==> src/rtl/sdram_arbiter.sv <==
// sdram_arbiter: shares the single SDRAM controller request port between the
// cart download, core and aux (savestate / save flush) requesters.
// Request pulses are latched per channel, one controller access runs at a time,
// and the completion is routed back to the channel that owns the access.
// Optional WAIT watchdog: define SDRAM_ARB_TIMEOUT_EN.
module sdram_arbiter #(
    parameter int ADDR_W       = 27,
    parameter int STARVE_LIMIT = 8,
    parameter int TIMEOUT      = 4096
) (
    input  logic              clk1x,
    input  logic              reset,
    input  logic              dl_req,
    input  logic [ADDR_W-1:0] dl_addr,
    input  logic [31:0]       dl_din,
    output logic              dl_ready,
    input  logic              core_req,
    input  logic              core_rnw,
    input  logic [ADDR_W-1:0] core_addr,
    input  logic [3:0]        core_be,
    input  logic [31:0]       core_din,
    output logic [31:0]       core_dout,
    output logic              core_ready,
    input  logic              aux_req,
    input  logic              aux_rnw,
    input  logic [ADDR_W-1:0] aux_addr,
    input  logic [3:0]        aux_be,
    input  logic [31:0]       aux_din,
    output logic [31:0]       aux_dout,
    output logic              aux_ready,
    output logic              mem_ena,
    output logic              mem_rnw,
    output logic [ADDR_W-1:0] mem_Adr,
    output logic [3:0]        mem_be,
    output logic [31:0]       mem_dataWrite,
    input  logic              mem_done,
    input  logic [31:0]       mem_dataRead,
    output logic              drop_err,
    output logic              timeout_err
);

    localparam logic [1:0] ST_IDLE  = 2'd0;
    localparam logic [1:0] ST_ISSUE = 2'd1;
    localparam logic [1:0] ST_WAIT  = 2'd2;

    localparam logic [1:0] CH_DL   = 2'd0;
    localparam logic [1:0] CH_CORE = 2'd1;
    localparam logic [1:0] CH_AUX  = 2'd2;

    logic [1:0]        state;
    logic [1:0]        owner;
    logic [1:0]        winner;
    logic              dl_pend, core_pend, aux_pend;
    logic              any_pend, aux_forced;
    logic [ADDR_W-1:0] dl_addr_q, core_addr_q, aux_addr_q;
    logic [31:0]       dl_din_q, core_din_q, aux_din_q;
    logic [3:0]        core_be_q, aux_be_q;
    logic              core_rnw_q, aux_rnw_q;
    logic [7:0]        starve_cnt;
    logic              finish, timed_out;
    logic              dl_clear, core_clear, aux_clear;
    logic              dl_take, core_take, aux_take;

    assign any_pend   = dl_pend | core_pend | aux_pend;
    assign aux_forced = aux_pend && (starve_cnt >= 8'(STARVE_LIMIT));

    // The owner's access ends on a controller completion (or watchdog abort) in WAIT.
    assign finish     = (state == ST_WAIT) && (mem_done || timed_out);
    assign dl_clear   = finish && (owner == CH_DL);
    assign core_clear = finish && (owner == CH_CORE);
    assign aux_clear  = finish && (owner == CH_AUX);

    // A request is accepted when its channel is idle or is completing on this very edge.
    assign dl_take   = dl_req   && (!dl_pend   || dl_clear);
    assign core_take = core_req && (!core_pend || core_clear);
    assign aux_take  = aux_req  && (!aux_pend  || aux_clear);

    // Pick the next owner: download first, then core unless aux has been starved too long.
    always_comb begin
        winner = CH_CORE;
        if (dl_pend)
            winner = CH_DL;
        else if (core_pend && !aux_forced)
            winner = CH_CORE;
        else if (aux_pend)
            winner = CH_AUX;
    end

`ifdef SDRAM_ARB_TIMEOUT_EN
    logic [12:0] wdog;

    assign timed_out = (state == ST_WAIT) && !mem_done && (wdog == 13'(TIMEOUT - 1));

    // Watchdog counts cycles spent waiting for the controller and restarts outside WAIT.
    always_ff @(posedge clk1x or posedge reset) begin
        if (reset)
            wdog <= 13'd0;
        else if (state != ST_WAIT)
            wdog <= 13'd0;
        else
            wdog <= wdog + 13'd1;
    end

    // Sticky record that an access had to be aborted.
    always_ff @(posedge clk1x or posedge reset) begin
        if (reset)
            timeout_err <= 1'b0;
        else if (timed_out)
            timeout_err <= 1'b1;
    end
`else
    assign timed_out   = 1'b0;
    assign timeout_err = 1'b0;
`endif

    // Pending flags and request latches; a completing flag is cleared before a new set.
    always_ff @(posedge clk1x or posedge reset) begin
        if (reset) begin
            dl_pend     <= 1'b0;
            core_pend   <= 1'b0;
            aux_pend    <= 1'b0;
            dl_addr_q   <= '0;
            dl_din_q    <= 32'd0;
            core_addr_q <= '0;
            core_din_q  <= 32'd0;
            core_be_q   <= 4'd0;
            core_rnw_q  <= 1'b0;
            aux_addr_q  <= '0;
            aux_din_q   <= 32'd0;
            aux_be_q    <= 4'd0;
            aux_rnw_q   <= 1'b0;
        end else begin
            if (dl_clear)   dl_pend   <= 1'b0;
            if (core_clear) core_pend <= 1'b0;
            if (aux_clear)  aux_pend  <= 1'b0;
            if (dl_take) begin
                dl_pend   <= 1'b1;
                dl_addr_q <= dl_addr;
                dl_din_q  <= dl_din;
            end
            if (core_take) begin
                core_pend   <= 1'b1;
                core_addr_q <= core_addr;
                core_din_q  <= core_din;
                core_be_q   <= core_be;
                core_rnw_q  <= core_rnw;
            end
            if (aux_take) begin
                aux_pend   <= 1'b1;
                aux_addr_q <= aux_addr;
                aux_din_q  <= aux_din;
                aux_be_q   <= aux_be;
                aux_rnw_q  <= aux_rnw;
            end
        end
    end

    // Sticky flag for any request that arrived while its channel was still busy.
    always_ff @(posedge clk1x or posedge reset) begin
        if (reset)
            drop_err <= 1'b0;
        else if ((dl_req && !dl_take) || (core_req && !core_take) || (aux_req && !aux_take))
            drop_err <= 1'b1;
    end

    // Count core grants made while aux waits; any aux grant or idle aux channel clears it.
    always_ff @(posedge clk1x or posedge reset) begin
        if (reset)
            starve_cnt <= 8'd0;
        else if (!aux_pend)
            starve_cnt <= 8'd0;
        else if ((state == ST_IDLE) && any_pend) begin
            if (winner == CH_AUX)
                starve_cnt <= 8'd0;
            else if (winner == CH_CORE)
                starve_cnt <= starve_cnt + 8'd1;
        end
    end

    // Sequencer: grant in IDLE, one-cycle strobe through ISSUE, route completion in WAIT.
    always_ff @(posedge clk1x or posedge reset) begin
        if (reset) begin
            state         <= ST_IDLE;
            owner         <= CH_CORE;
            mem_ena       <= 1'b0;
            mem_rnw       <= 1'b0;
            mem_Adr       <= '0;
            mem_be        <= 4'd0;
            mem_dataWrite <= 32'd0;
            dl_ready      <= 1'b0;
            core_ready    <= 1'b0;
            aux_ready     <= 1'b0;
            core_dout     <= 32'd0;
            aux_dout      <= 32'd0;
        end else begin
            mem_ena    <= 1'b0;
            dl_ready   <= 1'b0;
            core_ready <= 1'b0;
            aux_ready  <= 1'b0;
            case (state)
                ST_IDLE: begin
                    if (any_pend) begin
                        owner   <= winner;
                        mem_ena <= 1'b1;
                        state   <= ST_ISSUE;
                        case (winner)
                            CH_DL: begin
                                mem_rnw       <= 1'b0;
                                mem_Adr       <= dl_addr_q;
                                mem_be        <= 4'hF;
                                mem_dataWrite <= dl_din_q;
                            end
                            CH_AUX: begin
                                mem_rnw       <= aux_rnw_q;
                                mem_Adr       <= aux_addr_q;
                                mem_be        <= aux_be_q;
                                mem_dataWrite <= aux_din_q;
                            end
                            default: begin
                                mem_rnw       <= core_rnw_q;
                                mem_Adr       <= core_addr_q;
                                mem_be        <= core_be_q;
                                mem_dataWrite <= core_din_q;
                            end
                        endcase
                    end
                end
                ST_ISSUE: state <= ST_WAIT;
                ST_WAIT: begin
                    if (finish) begin
                        state <= ST_IDLE;
                        case (owner)
                            CH_DL: dl_ready <= 1'b1;
                            CH_AUX: begin
                                aux_ready <= 1'b1;
                                aux_dout  <= timed_out ? 32'hDEADDEAD : mem_dataRead;
                            end
                            default: begin
                                core_ready <= 1'b1;
                                core_dout  <= timed_out ? 32'hDEADDEAD : mem_dataRead;
                            end
                        endcase
                    end
                end
                default: state <= ST_IDLE;
            endcase
        end
    end

endmodule

==> config.mk <==
export PLATFORM = sky130hd
export DESIGN_NAME = sdram_arbiter
export DESIGN_NICKNAME = d
export VERILOG_FILES = /design/src/rtl/sdram_arbiter.sv
export SDC_FILE = /design/constraint.sdc
export NUM_CORES = 1
export LEC_CHECK = 0
export CAP_MARGIN = 20
export CORE_MARGIN = 3
export CORE_UTILIZATION = 40
export DETAILED_ROUTE_END_ITERATION = 8
export DONT_BUFFER_PORTS = 1
export GPL_TIMING_DRIVEN = 0
export HOLD_SLACK_MARGIN = 0.1
export MAX_ROUTING_LAYER = met4
export PLACE_DENSITY = 0.64
export SYNTH_ARGS = -nofsm -noshare
export SYNTH_HDL_FRONTEND = slang
export SYNTH_SLANG_ARGS = --single-unit
==> constraint.sdc <==
create_clock -name clk1x -period 9.6 [get_ports clk1x]
set_clock_uncertainty 0.2 [all_clocks]
set_input_delay 0.96 -clock clk1x [delete_from_list [all_inputs] [get_ports clk1x]]
set_output_delay 0.96 -clock clk1x [all_outputs]
set_load 0.01 [all_outputs]
---- Word-level counts from Yosys, hierarchy flattened ----
Index checks and enable logic that the tools add are counted.
word-level totals
  input port bits ......................... 225
  logic and storage cells ................. 110
  register bits ........................... 335
  output and inout bits ................... 134
cells by class
  order comparisons ....................... 1
  add/sub/neg operators ................... 1
  eq/ne operators ......................... 10
  bitwise gates (word level) .............. 3
  mux-type cells .......................... 31
  reductions and logical operators ........ 37
operator list
  operator             count
  $pmux 32 s2          1
  $pmux 27 s2          1
  $mux 8               4
  $mux 1               17
  $logic_and 1x1->1    13
  $mux 2               5
  $add 8x1->8 const B  1
  $ge 8x4->1 const B   1
  $pmux 4 s2           1
  $logic_not 1->1      7
  $eq 2x1->1 const B   3
  $eq 2x2->1 const B   3
  $logic_not 2->1      3
  $pmux 2 s3           1
  $reduce_and 2->1     3
  $reduce_and 3->1     2
  $reduce_bool 2->1    3
  $logic_or 1x1->1     5
  $ne 2x2->1 const B   2
  $ne 3x1->1 const B   1
  $ne 2x1->1 const B   1
  $or 1x1->1           2
  $pmux 1 s2           1
  $reduce_or 2->1      1
  $not 1->1            1

---- Longest topological paths before layout ----
Gate-level depths: netlist of run 1.
  word-level depth ........................ 11
  depth in mapped cells ................... 6
  mapped depth without buffers ............ 5

---- Worst setup path before layout of run 1 ----
OpenSTA, ideal clock, no wires.
  kind .................................... in2reg
  from .................................... in mem_done
  to ...................................... reg dl_addr_q[18]
  cell stages on the path ................. 6
  buffers on the path ..................... 2
  library setup time ...................... 0.128 ns
  data required time ...................... 9.272 ns
  data arrival time ....................... 2.096 ns
  path slack .............................. 7.176 ns
  cells stage by stage .................... nand4bb_1 > o21ai_1 > nand2_1 > buf_2 > buf_2 > mux2_1
on the way
  cells in the longest elaborated chain, start to end .. 4
ends and longest elaborated chain
  element                 line  source
  start: declaration      36    input logic mem_done,
  $logic_and 1x1->1       68    assign finish = (state == ST_WAIT) && (mem_done || timed_out);
  $logic_and 1x1->1       69    assign dl_clear = finish && (owner == CH_DL);
  $logic_or 1x1->1        74    assign dl_take = dl_req && (!dl_pend || dl_clear);
  $logic_and 1x1->1       74
  end signal: assignment  138   dl_addr_q <= dl_addr;
  end: declaration        55    logic [ADDR_W-1:0] dl_addr_q, core_addr_q, aux_addr_q;
Every way passes these cells.
A chain may end at the register's enable or synchronous reset.

---- Worst setup path in the final report of run 1 ----
  from .................................... reg state[1]
  to ...................................... reg mem_dataWrite[30]
on the way
  cells in the longest elaborated chain, start to end .. 2
ends and longest elaborated chain
  element                     line  source
  start: declaration          50    logic [1:0] state;
  start signal: assignment    183   state <= ST_IDLE;
  start signal: assignment    205   state <= ST_ISSUE;
  start signal: assignment    228   ST_ISSUE: state <= ST_WAIT;
  $logic_not 2->1             200   case (state)
  $reduce_and 2->1 (no line)  --
  end signal: assignment      211   mem_dataWrite <= dl_din_q;
  end signal: assignment      217   mem_dataWrite <= aux_din_q;
  end signal: assignment      223   mem_dataWrite <= core_din_q;
  end: declaration            35    output logic [31:0] mem_dataWrite,
Every way passes these cells.

==> qor.csv, run 1 <==
stage;metric;value;unit
yosys;synth_top_area_share;62.1;%
critical_path;critPathMaxStageDelay;560;ps
sta;setup_tns;0;ps
clock_network;cts.sinks;335;
yosys;seq_area_frac_synth;62.3;%
grt;track_usage;20.5;%
floorplanning;chipWidth;189;µm
clock_network;ctsHoldBuffers;0;
floorplanning;dieHeight;189;µm
clock_network;htreeDepth;2;
yosys;yosys_warnings;0;
yosys;syn_inst;1035;
critical_path;crit_path_end_kind;register;
yosys;synthTopCellsByArea;dfrtp_1, mux2_2, a221o_1, nand2_1, nand3_1;
yosys;async_reset_ff_share;100;%
run;maxCapViolations;0;
power;p_per_area;312;nW/µm²
sta;finalSetupViolCount;0;
yosys;synth_ff_type;dfrtp_1;
critical_path;path_cells;nor2_2, o31ai_2, inv_2, clkbuf_1, o21ai_0, a221o_1;
critical_path;critPathLaunchType;register;
critical_path;crit_fanout;10;
grt;grt_max_degree;44;
yosys;synth_edf_count;0;
final_layout;final_util;47.1;%
drt;drt-initial-drc-count;451;
floorplanning;core;32900;µm²
placement;gp_congestion;0.799;
run_status;status;completed;
placement;place_area;14200;µm²
sta;tightest_slew;816;ps
critical_path;worstSetupPathType;reg2reg;
yosys;synth_cell_types;43;
placement;io_buffers;0;
sta;fmax;0.337;GHz
yosys;syn_area_per_cell;13.0;µm²
final_layout;layout.nets;1311;
sta;rsz0062_at_grt;no;
grt;antenna_found_initial;16;
clock_network;worstSkewPairLatency;530;ps
grt;grt_pass1_vias;8828;
floorplanning;dieArea;35900;µm²
clock_network;cts-root-buf;clkbuf_16;
hold_path;hold_path_class;in2async;
drt;wirelength;35800;µm
drt;vias;8406;
yosys;yosys_register_bits;335;
clock_network;clk_pin_slew;60;ps
power;vdd_drop_max;0.172;mV
grt;grt-ovfl-total;0;
final_layout;drive_gt1_share;28.4;%
clock_network;post_cts_resized;0;
placement;dp_hpwl;25900;µm
power;p_leak;7.22;nW
drt;drc;0;
drt;ant_nets;0;
sta;hold_viol;0;
floorplanning;row_count;66;
drt;routed_via_density;5.35;
sta;post-route-min-period;2970;ps
critical_path;worst-endpoint-arrival;3180;ps
power;p_total;4.83;mW
sta;maxSlewHeadroom;45.6;%
yosys;synth_top_area_cell;dfrtp_1;
clock_network;tritoncts;yes;
drt;dr.pass1.iters;4;
critical_path;worstPathRequired;9810;ps
drt;drt-wirelength-per-cell;22.8;µm
critical_path;slowest_stage;nor2_2;
final_layout;areaGrowthSynthToFinish;15.0;%
final_layout;post-route-cell-area;15500;µm²
clock_network;clockBufferDepth;3;
floorplanning;io-pin-count;359;
clock_network;cts_buffers;38;
floorplanning;start_util;41.0;%
clock_network;post_cts_buffers;0;
sta;final.period_utilization;30.9;%
grt;grt_pass1_wl;54500;µm
yosys;synth_nets;1262;
yosys;syn_area;13500;µm²
sta;slew_violations;0;
sta;whs;229;ps
[cell type report]
class	instances	area, µm²
antenna	17	42.5
tap	442	553
fill	2998	17400
inverter	76	289
sequential	335	8380
multi-input combinational	562	4470
clock inverter	10	82.6
timing repair buffer	9	180
buffer	62	319
clock buffer	58	1160
[through the flow]
stage,setup WS (ps),cells
2_1_floorplan,3960,1035
3_3_place_gp,2110,1477
3_5_place_dp,6540,1486
4_1_cts,6600,1554
5_1_grt,6450,1570
6_report,6630,1571
[metal layers]
| layer | part of all wire, % | vias to the layer above | GRT usage [%] |
|---|---|---|---|
| met5 | 0 | - | - |
| met2 | 48 | 283 | 32.5 |
| li1 | - | 3737 | - |
| met4 | 1.9 | 0 | 6.51 |
| met1 | 41 | 4329 | 24.8 |
| met3 | 9.0 | 57 | 7.05 |
[cells in the final DEF (no fill, tap or decap), drive strengths merged, types with 3 or more instances in the layout]
| cell | instances |
|---|---|
| dfrtp | 334 |
| diode | 17 |
| clkinvlp | 4 |
| inv | 75 |
| a221o | 60 |
| nand2 | 103 |
| clkinv | 6 |
| mux2 | 220 |
| nand2b | 3 |
| nand3 | 62 |
| and3 | 3 |
| clkbuf | 83 |
| o21ai | 64 |
| a221oi | 4 |
| nor2 | 13 |
| xor2 | 5 |
| buf | 46 |
[cells by family after synthesis]
kind of cell	after synthesis	share of synthesized area, %
buffers and inverters	138	4.49
AND/OR/NAND/NOR	197	6.66
flip-flops	335	62.3
adder cells (fa/ha/maj)	2	0.186
multiplexers	220	18.4
AO/OA/AOI/OAI	137	7.62
other	1	0.0279
XOR/XNOR	5	0.325
[worst paths after layout]
| kind | start | end | slack [ps] | cells after the start |
|---|---|---|---|---|
| hold reg to reg | aux_din_q[4] | mem_dataWrite[4] | 290 | 1 |
| max in group asynchronous | reset | aux_dout[22] | 7830 | 4 |
| setup / recovery | state[1] | mem_dataWrite[30] | 6630 | 6 |
| setup reg to reg | state[1] | mem_dataWrite[30] | 6630 | 6 |
| min in group clk1x | aux_din_q[4] | mem_dataWrite[4] | 290 | 1 |
| hold / removal | reset | core_addr_q[12] | 230 | 1 |
[cell usage after synthesis, types with 2 or more instances]
master and count:
buf_2 27, dfrtp_1 334, o21ai_1 5, a21o_1 2, ha_1 2, a21boi_0 2
a221o_1 60, buf_1 2, nor2_1 12, a221oi_1 4, inv_1 75, xor2_1 5
nand2_1 103, clkbuf_1 25, nand4_1 2, nand2b_1 3, mux2_1 14, buf_6 6
buf_4 2, and3_1 3, o21ai_0 59, nand3_1 62, mux2_2 206
[power by group]
part / switching, mW / internal [mW]
sequential: 0.414 / 1.91
combinational: 0.524 / 0.550
clock: 0.564 / 0.860
[sequential cells by signal, indices dropped and copies added, names as in the netlist, 8 cells and up]
signal         count
aux_din_q         32
aux_dout          32
core_din_q        32
core_dout         32
dl_din_q          32
mem_dataWrite     32
aux_addr_q        27
core_addr_q       27
dl_addr_q         27
mem_Adr           27
starve_cnt         8
[critical path: cells and delay by family, from the launching register on]
family | cells | cell delay, ps
buffers and inverters | 2 | 830
AND/OR/NAND/NOR | 1 | 560
flip-flops | 1 | 450
AO/OA/AOI/OAI | 3 | 800
(Power assumes the default switching activity.)
==> run 2, diff against run 1 <==
==> constraint.sdc (replaced) <==
create_clock -name clk1x -period 2.4 [get_ports clk1x]
set_clock_uncertainty 0.2 [all_clocks]
set_input_delay 0.24 -clock clk1x [delete_from_list [all_inputs] [get_ports clk1x]]
set_output_delay 0.24 -clock clk1x [all_outputs]
set_load 0.01 [all_outputs]
==> run 2 against run 1 <==
Effect of this change:
- wire length grew 8.6%
- clock power rose to 4.0 times the previous value
- register-to-register slack lost 6500 ps
- non-clock buffer count is 232 higher
- highest routed layer unchanged
==> qor.csv, run 2 (synthesized netlist as in run 1, its figures left out) <==
stage;metric;value;unit
placement;place_ws;-576;ps
hold_path;hold_path_class;in2async;
critical_path;crit_buf_inv;2;
grt;track_usage;22.2;%
placement;dp_hpwl;25900;µm
run_status;status;completed;
critical_path;path_delay_family;simple AND/OR/NAND/NOR gates;
run;maxCapViolations;0;
drt;drt-initial-drc-count;421;
grt;grt_pass1_vias;10290;
drt;dr.pass1.iters;4;
floorplanning;start_util;41.0;%
grt;antenna_found_initial;8;
power;vdd_drop_max;0.678;mV
sta;finalSetupViolCount;0;
floorplanning;dieArea;35900;µm²
sta;rsz0062_at_grt;yes;
clock_network;cts_buffers;38;
critical_path;crit_fanout;10;
drt;ant_nets;0;
floorplanning;row_count;66;
drt;routed_via_density;5.23;
grt;grt-ovfl-total;0;
sta;final.period_utilization;95.7;%
clock_network;clk_pin_slew;60;ps
critical_path;path_cells;or4_4, o21ai_2, nor3_1, buf_6, buf_2, a221o_1;
clock_network;worstSkewPairLatency;530;ps
clock_network;htreeDepth;2;
grt;grt_max_degree;44;
final_layout;regArea;8380;µm²
critical_path;worstSetupPathType;reg2reg;
critical_path;worstPathRequired;2600;ps
critical_path;critPathMaxStageDelay;560;ps
placement;gp_congestion;0.799;
grt;grt_pass1_wl;60100;µm
drt;wirelength;38900;µm
clock_network;cts.sinks;335;
clock_network;cts-root-buf;clkbuf_16;
critical_path;worst-endpoint-arrival;2500;ps
critical_path;regToRegSetupSlack;100;ps
sta;post-route-min-period;2300;ps
final_layout;layout.nets;1543;
critical_path;critPathLaunchType;register;
floorplanning;core;32900;µm²
final_layout;final_util;54.3;%
final_layout;areaGrowthSynthToFinish;32.6;%
sta;worst_slack;103;ps
sta;fmax;0.435;GHz
final_layout;layout_commonest_cell;dfrtp_1;
sta;maxSlewHeadroom;49.0;%
critical_path;crit_path_end_kind;register;
sta;setup_tns;0;ps
power;p_leak;8.22;nW
drt;drt-wirelength-per-cell;21.7;µm
power;p_per_area;1110;nW/µm²
placement;io_buffers;0;
floorplanning;chipWidth;189;µm
clock_network;tritoncts;yes;
floorplanning;io-pin-count;359;
critical_path;slowest_stage;or4_4;
floorplanning;dieHeight;189;µm
drt;vias;9382;
sta;slew_violations;0;
sta;hold_viol;0;
final_layout;final_cell_mix;dfrtp_1, dlygate4sd3_1, mux2_2, nand2_1, inv_1;
final_layout;multiInputGateArea;4520;µm²
drt;drc;0;
final_layout;nFillCells;2724;
final_layout;drive_gt1_share;24.7;%
sta;tightest_slew;763;ps
clock_network;clockBufferDepth;3;
[run 2: through the flow]
stage                     total power [mW]  instance area, µm²  std cells  hold slack, ps
final                                 19.9               17800       1794             142
after global routing                  21.0               17800       1794             179
after CTS                             20.0               17800       1785             125
after detailed placement              13.8               14200       1486            66.4
after global placement                13.5               14000       1477             148
after floorplan                       12.3               13500       1035             143
[run 2: worst register-to-register path: cells and delay by family (launching register included)]
| kind | cells | cell delay [ps] |
|---|---|---|
| DFF | 1 | 410 |
| and+or+nand+nor | 2 | 650 |
| AOI/OAI and AO/OA | 2 | 500 |
| buffers and inverters | 2 | 410 |
[run 2: path summary, 6_finish.rpt]
| check | from | endpoint | cells after the start |
|---|---|---|---|
| max | starve_cnt[3] | mem_Adr[8] | 6 |
| min | reset | core_addr_q[11] | 2 |
| max reg2reg | starve_cnt[3] | mem_Adr[8] | 6 |
| min reg2reg | aux_din_q[4] | mem_dataWrite[4] | 1 |
| max in group asynchronous | reset | mem_Adr[1] | 5 |
| min in group clk1x | dl_addr[22] | dl_addr_q[22] | 2 |
[run 2: where the power goes]
group / switching (mW) / total [mW] / internal, mW
registers: 1.70 / 9.36 / 7.66
clock network: 2.29 / 5.73 / 3.44
logic: 2.27 / 4.78 / 2.51
[run 2: cell type report]
type	instances	share of cell area [%]
diodes	8	0.112
plain buffers	62	1.89
clock buffers	58	6.50
clock inverters	10	0.463
inverters	76	1.62
multi-input cells	562	25.3
flip-flops and latches	335	47.0
well taps	442	3.10
repair buffers	241	14.0
[run 2: repair_timing]
action                     4_1_cts  5_1_grt
cloned                           0        0
buffers inserted                 1        0
resized for setup               15        7
hold endpoints to repair       374       12
pin swaps                        1        0
setup endpoints to repair      193      167
hold buffers                   230        1
[run 2: routing by layer]
metal / global-route usage [%] / vias up / share of wire (%)
li1: - / 4213 / -
met5: - / - / 0
met1: 26.6 / 4762 / 41
met2: 37.0 / 326 / 49
met4: 6.97 / 0 / 2.8
met3: 5.76 / 81 / 7.5
